## src/rtl/verify_sequencer.sv

```systemverilog
// verify_sequencer: loads one Dilithium verify job (rho, c, z, t1, h, msg length and
// message) into the core in the configured order, then collects the verdict.
module verify_sequencer #(
    parameter int unsigned W          = 64,
    parameter int unsigned HIGH_PERF  = 1,
    parameter int unsigned SEED_WORDS = 4,
    parameter int unsigned Z_WORDS    = 80,
    parameter int unsigned T1_WORDS   = 40,
    parameter int unsigned H_WORDS    = 11,
    parameter int unsigned GAP_CYCLES = 0,
    parameter int unsigned RST_CYCLES = 4
) (
    input  logic          clk,
    input  logic          rst,
    input  logic          go,
    input  logic [31:0]   msg_len,
    output logic          busy,
    output logic          done,
    output logic          accept,
    output logic [31:0]   total_cycles,
    output logic [2:0]    src_seg,
    output logic [15:0]   src_idx,
    input  logic [W-1:0]  src_data,
    output logic          core_rst,
    output logic          core_start,
    output logic          core_valid,
    output logic [W-1:0]  core_data,
    input  logic          core_ready,
    input  logic          res_valid,
    input  logic [W-1:0]  res_data,
    output logic          res_ready
);

    localparam int unsigned IDX_W  = 32;
    localparam int unsigned CNT_W  = 32;
    localparam int unsigned CYC_W  = 32;
    localparam int unsigned BITS_W = 64;
    localparam int unsigned SEG_W  = 3;

    localparam logic [SEG_W-1:0] SEG_RHO = 3'd0;
    localparam logic [SEG_W-1:0] SEG_C   = 3'd1;
    localparam logic [SEG_W-1:0] SEG_Z   = 3'd2;
    localparam logic [SEG_W-1:0] SEG_T1  = 3'd3;
    localparam logic [SEG_W-1:0] SEG_H   = 3'd4;
    localparam logic [SEG_W-1:0] SEG_MSG = 3'd5;

    typedef enum logic [3:0] {
        S_IDLE,
        S_CRST,
        S_CSTART,
        S_RHO,
        S_C,
        S_Z,
        S_T1,
        S_MLEN,
        S_MSG,
        S_H,
        S_GAP,
        S_RESULT
    } state_t;

    state_t             r_state;
    state_t             r_gap_tgt;
    logic [IDX_W-1:0]   r_idx;
    logic [CNT_W-1:0]   r_cnt;
    logic [CYC_W-1:0]   r_cyc;
    logic [31:0]        r_msg_len;
    logic               r_busy;
    logic               r_done;
    logic               r_accept;
    logic [CYC_W-1:0]   r_total;
    logic [SEG_W-1:0]   r_src_seg;
    logic               r_core_rst;
    logic               r_core_start;
    logic               r_core_valid;
    logic               r_res_ready;

    state_t             w_next;
    state_t             w_succ;
    state_t             w_tgt;
    state_t             w_enter;
    logic               w_xfer;
    logic               w_last;
    logic               w_next_load;
    logic               w_in_run;
    logic [SEG_W-1:0]   w_next_seg;
    logic [BITS_W-1:0]  w_msg_bits;
    logic [BITS_W-1:0]  w_idx_bits;
    logic [CYC_W-1:0]   w_cyc_inc;

    assign w_xfer     = r_core_valid & core_ready;
    assign w_msg_bits = BITS_W'(r_msg_len) << 3;
    assign w_idx_bits = BITS_W'(r_idx + IDX_W'(1)) * BITS_W'(W);
    assign w_cyc_inc  = (r_cyc == '1) ? r_cyc : r_cyc + CYC_W'(1);
    assign w_in_run   = (r_state != S_IDLE) && (r_state != S_CRST) && (r_state != S_CSTART);

    // Last word of the current segment (MLEN is always a single word).
    always_comb begin
        w_last = 1'b0;
        case (r_state)
            S_RHO, S_C: w_last = (r_idx == IDX_W'(SEED_WORDS - 1));
            S_Z:        w_last = (r_idx == IDX_W'(Z_WORDS - 1));
            S_T1:       w_last = (r_idx == IDX_W'(T1_WORDS - 1));
            S_H:        w_last = (r_idx == IDX_W'(H_WORDS - 1));
            S_MLEN:     w_last = 1'b1;
            S_MSG:      w_last = (w_idx_bits >= w_msg_bits);
            default:    w_last = 1'b0;
        endcase
    end

    // Logical successor segment for the selected core variant.
    always_comb begin
        w_succ = S_RESULT;
        if (HIGH_PERF != 0) begin
            case (r_state)
                S_RHO:   w_succ = S_C;
                S_C:     w_succ = S_Z;
                S_Z:     w_succ = S_T1;
                S_T1:    w_succ = S_MLEN;
                S_MLEN:  w_succ = S_MSG;
                S_MSG:   w_succ = S_H;
                default: w_succ = S_RESULT;
            endcase
        end else begin
            case (r_state)
                S_RHO:   w_succ = S_T1;
                S_T1:    w_succ = S_C;
                S_C:     w_succ = S_Z;
                S_Z:     w_succ = S_H;
                S_H:     w_succ = S_MLEN;
                S_MLEN:  w_succ = S_MSG;
                default: w_succ = S_RESULT;
            endcase
        end
    end

    // An empty message skips MSG together with the gap that precedes it.
    always_comb begin
        w_tgt = w_succ;
        if ((w_succ == S_MSG) && (r_msg_len == 32'd0)) begin
            w_tgt = (HIGH_PERF != 0) ? S_H : S_RESULT;
        end
        w_enter = w_tgt;
        if ((GAP_CYCLES != 0) &&
            ((w_tgt == S_MSG) || ((HIGH_PERF != 0) && (w_tgt == S_H)))) begin
            w_enter = S_GAP;
        end
    end

    // Next-state selection.
    always_comb begin
        w_next = r_state;
        case (r_state)
            S_IDLE: begin
                if (go) begin
                    w_next = (RST_CYCLES == 0) ? S_CSTART : S_CRST;
                end
            end
            S_CRST: begin
                if (r_cnt == CNT_W'(RST_CYCLES - 1)) begin
                    w_next = S_CSTART;
                end
            end
            S_CSTART: w_next = S_RHO;
            S_RHO, S_C, S_Z, S_T1, S_MLEN, S_MSG, S_H: begin
                if (w_xfer && w_last) begin
                    w_next = w_enter;
                end
            end
            S_GAP: begin
                if (r_cnt == CNT_W'(GAP_CYCLES - 1)) begin
                    w_next = r_gap_tgt;
                end
            end
            S_RESULT: begin
                if (res_valid) begin
                    w_next = S_IDLE;
                end
            end
            default: w_next = S_IDLE;
        endcase
    end

    // Segment code and data-phase flag for the upcoming state.
    always_comb begin
        w_next_seg  = '0;
        w_next_load = 1'b0;
        case (w_next)
            S_RHO:         begin w_next_seg = SEG_RHO; w_next_load = 1'b1; end
            S_C:           begin w_next_seg = SEG_C;   w_next_load = 1'b1; end
            S_Z:           begin w_next_seg = SEG_Z;   w_next_load = 1'b1; end
            S_T1:          begin w_next_seg = SEG_T1;  w_next_load = 1'b1; end
            S_H:           begin w_next_seg = SEG_H;   w_next_load = 1'b1; end
            S_MSG, S_MLEN: begin w_next_seg = SEG_MSG; w_next_load = 1'b1; end
            default:       begin w_next_seg = '0;      w_next_load = 1'b0; end
        endcase
    end

    // State register plus all registered outputs, decoded from the next state.
    always_ff @(posedge clk) begin
        if (rst) begin
            r_state      <= S_IDLE;
            r_gap_tgt    <= S_IDLE;
            r_idx        <= '0;
            r_cnt        <= '0;
            r_cyc        <= '0;
            r_msg_len    <= '0;
            r_busy       <= 1'b0;
            r_done       <= 1'b0;
            r_accept     <= 1'b0;
            r_total      <= '0;
            r_src_seg    <= '0;
            r_core_rst   <= 1'b1;
            r_core_start <= 1'b0;
            r_core_valid <= 1'b0;
            r_res_ready  <= 1'b0;
        end else begin
            r_state      <= w_next;
            r_busy       <= (w_next != S_IDLE);
            r_core_rst   <= (w_next == S_CRST);
            r_core_start <= (w_next == S_CSTART);
            r_core_valid <= w_next_load;
            r_res_ready  <= (w_next == S_RESULT);
            r_src_seg    <= w_next_seg;
            r_done       <= 1'b0;

            if (w_next != r_state) begin
                r_idx <= '0;
                r_cnt <= '0;
            end else begin
                if (w_xfer) begin
                    r_idx <= r_idx + IDX_W'(1);
                end
                if ((r_state == S_CRST) || (r_state == S_GAP)) begin
                    r_cnt <= r_cnt + CNT_W'(1);
                end
            end

            if ((w_next == S_GAP) && (r_state != S_GAP)) begin
                r_gap_tgt <= w_tgt;
            end

            if ((r_state == S_IDLE) && go) begin
                r_msg_len <= msg_len;
                r_accept  <= 1'b0;
                r_total   <= '0;
            end

            if (r_state == S_CSTART) begin
                r_cyc <= CYC_W'(1);
            end else if (w_in_run) begin
                r_cyc <= w_cyc_inc;
            end

            if ((r_state == S_RESULT) && res_valid) begin
                r_done   <= 1'b1;
                r_accept <= (res_data != W'(HIGH_PERF));
                r_total  <= w_cyc_inc;
            end
        end
    end

    // Data to the core: the latched length in MLEN, otherwise the source word.
    always_comb begin
        core_data = '0;
        if (r_state == S_MLEN) begin
            core_data = W'(r_msg_len);
        end else if (r_core_valid) begin
            core_data = src_data;
        end
    end

    assign busy         = r_busy;
    assign done         = r_done;
    assign accept       = r_accept;
    assign total_cycles = r_total;
    assign src_seg      = r_src_seg;
    assign src_idx      = r_idx[15:0];
    assign core_rst     = r_core_rst;
    assign core_start   = r_core_start;
    assign core_valid   = r_core_valid;
    assign res_ready    = r_res_ready;

endmodule

```

## config.mk

```make
export PLATFORM = sky130hd
export DESIGN_NAME = verify_sequencer
export DESIGN_NICKNAME = d
export VERILOG_FILES = /design/src/rtl/verify_sequencer.sv
export SDC_FILE = /design/constraint.sdc
export NUM_CORES = 1
export LEC_CHECK = 0
export ABC_CLOCK_PERIOD_IN_PS = 6300
export BUFFER_PORTS_ARGS = -buffer_cell sky130_fd_sc_hd__buf_2
export CELL_PAD_IN_SITES_DETAIL_PLACEMENT = 1
export CELL_PAD_IN_SITES_GLOBAL_PLACEMENT = 1
export CORE_UTILIZATION = 40
export DETAILED_ROUTE_END_ITERATION = 12
export GPL_ROUTABILITY_DRIVEN = 1
export PLACE_DENSITY_LB_ADDON = 0.1
export SYNTH_ARGS = -nofsm -noshare
export SYNTH_HDL_FRONTEND = slang
export SYNTH_SLANG_ARGS = --single-unit
```

## constraint.sdc

```tcl
create_clock -name clk -period 6.3 [get_ports clk]
set_input_delay 0 -clock clk [delete_from_list [all_inputs] [get_ports clk]]
set_output_delay 0 -clock clk [all_outputs]
set_load 0.03 [all_outputs]
```

-- Word-level counts from Yosys, hierarchy flattened
Cells that the tools add are included.
- magnitude comparators: 1
- add/sub/neg operators: 4
- div/mod/pow operators: 0
- equal/unequal tests: 35
- multiply operators: 0
- reductions and logical operators: 20
- shift operators: 0
- bitwise gates (word level): 1
- multiplexer cells: 21
- operators by type and width (cell ; number):
    $mux W64 ; 2
    $add A32 B1 Y32 const B ; 3
    $mux W32 ; 3
    $eq A32 B2 Y1 const B ; 2
    $eq A32 B32 Y1 const B ; 2
    $ne A64 B1 Y1 const B ; 1
    $pmux W4 S6 ; 2
    $ge A39 B35 Y1 ; 1
    $eq A4 B4 Y1 const B ; 9
    $add A32 B1 Y33 const B ; 1
    $eq A32 B4 Y1 const B ; 1
    $eq A32 B6 Y1 const B ; 1
    $eq A32 B7 Y1 const B ; 1
    $eq A4 B3 Y1 const B ; 8
    $logic_not A32 Y1 ; 1
    $mux W4 ; 6
    $eq A4 B2 Y1 const B ; 4
    $pmux W3 S5 ; 1
    $reduce_or A7 Y1 ; 2
    $eq A4 B1 Y1 const B ; 2
    $reduce_bool A4 Y1 ; 2
    $reduce_or A2 Y1 ; 4
    $logic_and A1 B1 Y1 ; 7
    $mux W1 ; 6
    other kinds (9) ; 10
- output and inout bits: 122
- register bits after elaboration: 178
- word-level logic and storage cells: 98
- memory bits (writable): 0
- input bits: 165
- memories kept: 0
- bits in latches: 0
- ROM bits: 0

-- Depth between registers and ports, before layout
Gate-level depths: netlist of the first run.
- word-level depth: 10
- mapped depth: 20
- gate-level depth less buffers: 19

-- Worst setup path after synthesis of the first run
OpenSTA, ideal clock, no wires.
- kind: register to register
- from: register r_idx[3]
- to: register r_core_valid (netlist: core_valid)
- slack: 2.144 ns
- library setup time: 0.122 ns
- required time: 6.178 ns
- buffers on the path: 1
- clock period less this slack: 4.156 ns
- arrival time: 4.034 ns
- cell stages (with the launch flop): 20
- cell sequence: dfxtp_1 -> clkbuf_1 -> nand3_1 -> nor2_1 -> nand4_1 -> nor3_1 -> and3_1 -> and3_1 -> nand3_1 -> xnor2_1 -> ha_1 -> a21o_1 -> a21o_1 -> a21oi_1 -> o21ai_0 -> nand4b_1 -> or3_1 -> a31oi_2 -> nor2_1 -> a221o_1
- longest elaborated chain between the ends: 9
- elaborated cells between the ends (all ways): 19
- classes of those cells: 1 x add/sub; 1 x order compare; 11 x eq/ne; 4 x mux; 2 x reduce/logical
- ends and longest elaborated chain (element ; line ; source):
    from (decl) ; 64 ; logic [IDX_W-1:0] r_idx;
    from (signal assigned) ; 232 ; r_idx <= r_idx + IDX_W'(1);
    $add A32 B1 Y33 (*) ; 93 ; assign w_idx_bits = BITS_W'(r_idx + IDX_W'(1)) * BITS_W'(W);
    net w_idx_bits[32] ; 88 ; logic [BITS_W-1:0] w_idx_bits;
    $ge A39 B35 Y1 (*) ; 106 ; S_MSG: w_last = (w_idx_bits >= w_msg_bits);
    $pmux W1 S6 (*) ; 100 ; case (r_state)
    $logic_and A1 B1 Y1 (*) ; 166 ; if (w_xfer && w_last) begin
    $mux W4 (*) ; 166 ;
    $pmux W4 S6 (*) ; 153 ; case (r_state)
    $eq A4 B4 Y1, or another cell as far along ; 188 ; case (w_next)
    $reduce_or A7 Y1 (no line) (*) ; -- ;
    $mux W1 (*) ; 188 ;
    to (signal assigned) ; 222 ; r_core_valid <= w_next_load;
    to (decl) ; 75 ; logic r_core_valid;
Mark *: on every way through the listed nets, which the timed path passes. The rest lies on a longest branch.
A chain may end at the register's enable or synchronous reset.

-- Final worst setup path of the first run
- from: register r_idx[0]
- to: register r_cnt[3]
- longest elaborated chain between the ends: 8
- elaborated cells between the ends (all ways): 12
- classes of those cells: 1 x add/sub; 1 x order compare; 5 x eq/ne; 3 x mux; 2 x reduce/logical
- ends and longest elaborated chain (element ; line ; source):
    $add A32 B1 Y33 ; 93 ;
    net w_idx_bits[22] ; 88 ;
    $ge A39 B35 Y1 ; 106 ;
    $pmux W1 S6 ; 100 ;
    $logic_and A1 B1 Y1 ; 166 ;
    $mux W4 ; 166 ;
    $pmux W4 S6 ; 153 ;
    $ne A4 B4 Y1 ; 227 ; if (w_next != r_state) begin
    $reduce_or A2 Y1 (no line) ; -- ;
    to (signal assigned) ; 235 ; r_cnt <= r_cnt + CNT_W'(1);
    to (decl) ; 65 ; logic [CNT_W-1:0] r_cnt;
The timed path passes the listed nets, and every way through them passes these cells.

==> reports/results.ini, run 1 <==
[min_path]
hp-class=primary input to flip-flop
min_to=total_cycles[10]
min_path_cells=5
min_from=res_valid

[critical_path]
cp_top_family=simple AND/OR/NAND/NOR gates
crit_path_end_kind=flip-flop
cpPeakStageDelay_ns=0.80
critical_path_buf_inv_count=1
path_cells=ha_1 -> nand3_1 -> nor2_1 -> nand3_1 -> nor3_1 -> nand3_1 -> xnor2_1 -> ha_1 -> nand4_1 -> nor3_1 -> nor3b_1 -> a211oi_1 -> a311oi_1 -> or3_1 -> a21oi_1 -> o211ai_4 -> buf_4 -> nor2_1
cp_common_cell=nand3_1
reg2reg_depth=18
r2r_end=r_cnt[3]
start_kind=flip-flop
worst_ep_required_time_ns=6.64
cp.arrival_ns=5.88
cp.depth=18
slowest_stage=o211ai_4
path_class=flip-flop to flip-flop
r2r_slack_ns=0.76
cp_max_fo=30
rr_startpoint=r_idx[0]

[cts]
clk_pin_slew_ns=0.08
cts_max_level=4
numCtsBuffers=17
cts_hold_buffers=36
post_cts_buffers=0
post_cts_resized=0
cts_root_buf=clkbuf_16
insertion_delay_ns=0.45
clockBufferDepth=2
cts.sinks=178
cts_tree=built

[sta]
fin_skew_ns=0.02273
setup_viol=0
hold_violations=0
tightest_slew_ns=1.194
slew_viol_final=0
grt_setup_unrepaired=false
min_period_ns=5.544
relSlewSlack_pct=20.37
finalCritPeriodShare_pct=88.00
fmax_mhz=180.4
setup_tns_ns=0

[global_routing]
grt_pass1_wl_mm=56.41
grt_pass1_vias=10290
grt.total_usage_pct=27.52
grt_max_degree=96
antenna_found_initial=0
gr-total-overflow=0

[outcome]
status=complete, no violations

[logic_synthesis]
synthArstFlopShare_pct=0
syn-num-nets=1522
synth_xor_area_share_pct=12.21
ys_warn_count=0
synth_simple_gate_area_share_pct=30.92
synth_cell_types=60
synthMuxAreaShare_pct=0.5070
avgSynthCellArea_um2=7.636
yosysSeqAreaShare_pct=35.22
syn_area_um2=10120
synth_seq_cells=178
synthCells=1325
synth_compound_area_share_pct=11.02
synth-edff-count=0
synth_flop_cell=dfxtp_1
synth_fa_ha_area_share_pct=3.957
synth_top_family_by_area=simple AND/OR/NAND/NOR gates

[place]
io_buffers=286
place_hpwl_mm=26.65
gp_congestion=0.9284

[drt]
dr_total_vias=10260
avgViaCountPerCell=5.351
dr.pass1.iters=4
drc=0
drt_iter0_markers=474
routedWlPerCell_um=18.56
postRouteAntennaNets=0
routed_wl_mm=35.58

[run]
cap_violations=0

[power]
p_per_area_nw_per_um2=194.7
peakVddDrop_uv=170.1
power_leakage_uw=0.005251
power_uw=2439

[die]
core_area_um2=24530
io_pins=287
die_w_um=161.0
fp.dieH_um=161.0
start_util_pct=41.24
dieArea_um2=25930
std_cell_rows=57

[layout]
layout-drive-gt1-share_pct=21.67
final_common_cell=buf_2
layout_common_cells=286 x buf_2, 189 x nand2_1, 177 x dfxtp_1
fin_nets=1776
nFillCells=3176
syn2layout_area_growth_pct=23.81

## final cells by class
type | instances | area, um^2 | area share, %
sequential | 178 | 3565 | 28.46
timing repair buffer | 331 | 1859 | 14.84
tap | 324 | 405.4 | 3.236
multi-input combinational | 1010 | 5946 | 47.47
antenna | 1 | 2.502 | 0.01998
clock inverter | 15 | 168.9 | 1.349
clock buffer | 17 | 425.4 | 3.396
inverter | 41 | 153.9 | 1.229
## per-layer routing
metal,share of wire (%),GRT usage (%),vias up
met4,1.8,7.419,0
met1,46,35.37,4932
met2,49,47.96,238
met5,0,0,-
met3,4.0,3.929,40
li1,-,-,5048
## cell usage after synthesis (4+ instances only)
master	n	area share [%]
xor2_1	74	6.4
nor2_1	149	5.5
nor4_1	43	2.7
buf_6	6	0.67
nand3_1	76	3.8
o21ai_0	81	4.0
inv_1	41	1.5
a21o_1	11	0.82
buf_4	17	1.3
ha_1	32	4.0
or3_1	15	0.93
and3_1	44	2.7
a21oi_1	64	3.2
nor2b_1	12	0.74
xnor2_1	67	5.8
clkbuf_1	68	2.5
nand2_1	189	7.0
nor3b_1	6	0.45
nand4_1	47	2.9
mux2i_1	4	0.40
nor3_1	25	1.2
dfxtp_1	178	35
nand2b_1	6	0.37
buf_1	4	0.15
and4_1	10	0.87
and2_1	6	0.37
## worst register-to-register path, stage by stage, from the launching register on
cell and delay [ns]:
dfxtp_1 0.53, ha_1 0.29, nand3_1 0.22, nor2_1 0.36
nand3_1 0.22, nor3_1 0.46, nand3_1 0.23, xnor2_1 0.18
ha_1 0.31, nand4_1 0.17, nor3_1 0.29, nor3b_1 0.23
a211oi_1 0.09, a311oi_1 0.31, or3_1 0.21, a21oi_1 0.11
o211ai_4 0.80, buf_4 0.35, nor2_1 0.08
## metrics by stage
step | cell area (um^2) | worst slack, ns | std cells | util (%) | hold slack [ns]
floorplan | 10120 | 2.144 | 1325 | - | 0.1066
global placement | 11570 | 1.264 | 1848 | 47.15 | 0.2400
detailed placement | 11570 | 0.9647 | 1848 | 47.15 | 0.2481
CTS | 12520 | 0.8116 | 1916 | 51.05 | 0.09976
global route | 12520 | 0.3049 | 1916 | 51.05 | 0.1427
finish | 12530 | 0.7557 | 1917 | 51.06 | 0.08943
## cells by family after synthesis
logic type	Yosys count
buffers and inverters	137
AO/OA/AOI/OAI	189
AND/OR/NAND/NOR	643
adder cells (fa/ha/maj)	32
multiplexers	5
flip-flops	178
XOR/XNOR	141
## state kept, by name, indices dropped and copies added (netlist names)
register      cells
r_cnt            32
r_cyc            32
r_idx            32
r_msg_len        32
total_cycles     32
r_gap_tgt         4
r_state           4
src_seg           3
accept            1
busy              1
core_rst          1
core_start        1
core_valid        1
done              1
res_ready         1
## report_power, final
part | switching, uW | internal [uW] | total [uW]
combinational | 129 | 92.4 | 221
sequential | 12.2 | 1140 | 1150
clock | 534 | 532 | 1070
total | 675 | 1760 | 2440
## worst max-delay path by stage
stage                         from          to  slack [ns]
after floorplan           r_idx[3]  core_valid        2.14
after global placement    r_idx[0]    r_idx[0]        1.26
after detailed placement  r_idx[0]    r_cnt[0]        0.96
after CTS                 r_idx[0]   r_cnt[31]        0.81
after global routing      r_idx[0]    r_idx[0]        0.30
final                     r_idx[0]    r_cnt[3]        0.76
Power figures use the tool's default switching activity.
==> run 2: changes to the inputs <==
CORE_UTILIZATION = 41   (was 40)
==> reports/results.ini, run 2 (synthesis results as in run 1) <==
[drt]
met1_length_mm=16.32
avgViaCountPerCell=5.413
dr_total_vias=10380
wl_met3_mm=2.081
dr.pass1.iters=5
route.met2.wl_mm=17.10
drt_iter0_markers=559
top_layer=met5
routedWlPerCell_um=19.14
postRouteAntennaNets=0
drc=0
routed_wl_mm=36.69

[global_routing]
gr-total-overflow=0
grt.total_usage_pct=28.78
grt_max_degree=97
grt_pass1_vias=10560
antenna_found_initial=3
grt_pass1_wl_mm=57.59

[sta]
fin_skew_ns=0.02128
setup_tns_ns=0
fmax_mhz=199.2
tightest_slew_ns=1.022
setup_viol=0
slew_viol_final=0
finalCritPeriodShare_pct=79.70
grt_setup_unrepaired=false
min_period_ns=5.021
relSlewSlack_pct=31.88
hold_violations=0
whs_ns=0.1101

[critical_path]
path_class=flip-flop to flip-flop
cpPeakStageDelay_ns=0.50
cp_common_cell=a21oi_1
cp_max_fo=64
crit_path_end_kind=flip-flop
cp.arrival_ns=5.39
slowest_stage=dfxtp_1
start_kind=flip-flop
cp_top_family=simple AND/OR/NAND/NOR gates
worst_ep_required_time_ns=6.67
critical_path_buf_inv_count=1
path_cells=ha_1 -> nand3_1 -> nor2_1 -> nand4_1 -> nor3_1 -> and3_1 -> and3_1 -> nand3_1 -> xnor2_1 -> ha_1 -> a21o_1 -> a21o_1 -> a21oi_1 -> o21ai_0 -> nand4b_1 -> or3_1 -> a21oi_1 -> o211ai_4 -> buf_4 -> a21oi_1

[layout]
fin_cells=1917
layout_common_cells=286 x buf_2, 189 x nand2_1, 177 x dfxtp_1
final_common_cell=buf_2
syn2layout_area_growth_pct=24.09
layout-drive-gt1-share_pct=21.67
fin_nets=1776
final_util_pct=51.78

[place]
dp.cells=1848
gp_congestion=0.8894
place_hpwl_mm=27.31
io_buffers=286

[die]
std_cell_rows=57
start_util_pct=41.72
io_pins=287
fp.dieH_um=159.1
core_area_um2=24250
dieArea_um2=25310
die_w_um=159.1

[cts]
cts.sinks=178
numCtsBuffers=17
insertion_delay_ns=0.44
cts_root_buf=clkbuf_16
cts_tree=built
post_cts_resized=0
clockBufferDepth=2
clk_pin_slew_ns=0.09
cts_max_level=4
cts_hold_buffers=36
post_cts_buffers=0

[power]
p_per_area_nw_per_um2=197.1
peakVddDrop_uv=199.8
power_leakage_uw=0.005259
cell_internal_pwr_uw=1772
swShare_pct=28.41
power.switching_uw=703.0
pwr-share-clk_pct=44.4
p_comb_share_pct=9.1
seq_power_share_pct=46.5

[run]
cap_violations=0

[min_path]
hp-class=primary input to flip-flop

[outcome]
status=complete, no violations

==> run 2: cell types whose count changed in the layout (fill, tap and decap cells not counted), sizes merged <==
cell and change:
clkinv +1, inv -1
==> run 2: worst paths after layout <==
path                                     from            end  slack [ns]  cells after the start
worst min-delay path               core_ready       r_idx[1]        0.11                      5
worst min register to register  r_msg_len[11]  r_msg_len[11]        0.46                      2
worst max-delay path                 r_idx[0]      r_idx[21]        1.28                     20
worst max register to register       r_idx[0]      r_idx[21]        1.28                     20
==> run 2: area by class of cell <==
type	instances	area, um^2
antenna	1	2.502
clock buffer	17	425.4
clock inverter	15	190.2
fill	3114	11690
inverter	41	153.9
multi-input combinational	1010	5953
sequential	178	3565
tap	324	405.4
timing repair buffer	331	1859
==> run 2: worst min-delay path: cells and delay by family <==
| family | cells | cell delay [ns] |
|---|---|---|
| compound gates | 1 | 0.05 |
| buf+inv | 2 | 0.29 |
| simple gates | 2 | 0.13 |
==> run 2: routing by layer <==
metal	global-route usage (%)	vias to the layer above
li1	-	5051
met1	37.38	5004
met2	46.85	261
met3	6.304	55
met4	10.05	6
met5	1.705	-
==> run 2: power by group through the flow <==
| stage | clock [uW] | combinational (uW) | sequential (uW) |
|---|---|---|---|
| floorplan | 0 | 108 | 1180 |
| global placement | 0 | 200 | 1180 |
| detailed placement | 0 | 204 | 1180 |
| CTS | 1120 | 224 | 1150 |
| global route | 1150 | 245 | 1150 |
| finish | 1100 | 225 | 1150 |
==> run 2: stage by stage <==
| stage | power, uW | area, um^2 | setup slack [ns] |
|---|---|---|---|
| final | 2475 | 12550 | 1.279 |
| after CTS | 2491 | 12550 | 1.280 |
| after global routing | 2552 | 12550 | 0.7512 |
| after detailed placement | 1382 | 11580 | 1.372 |
| after floorplan | 1284 | 10120 | 2.144 |
| after global placement | 1377 | 11580 | 1.534 |
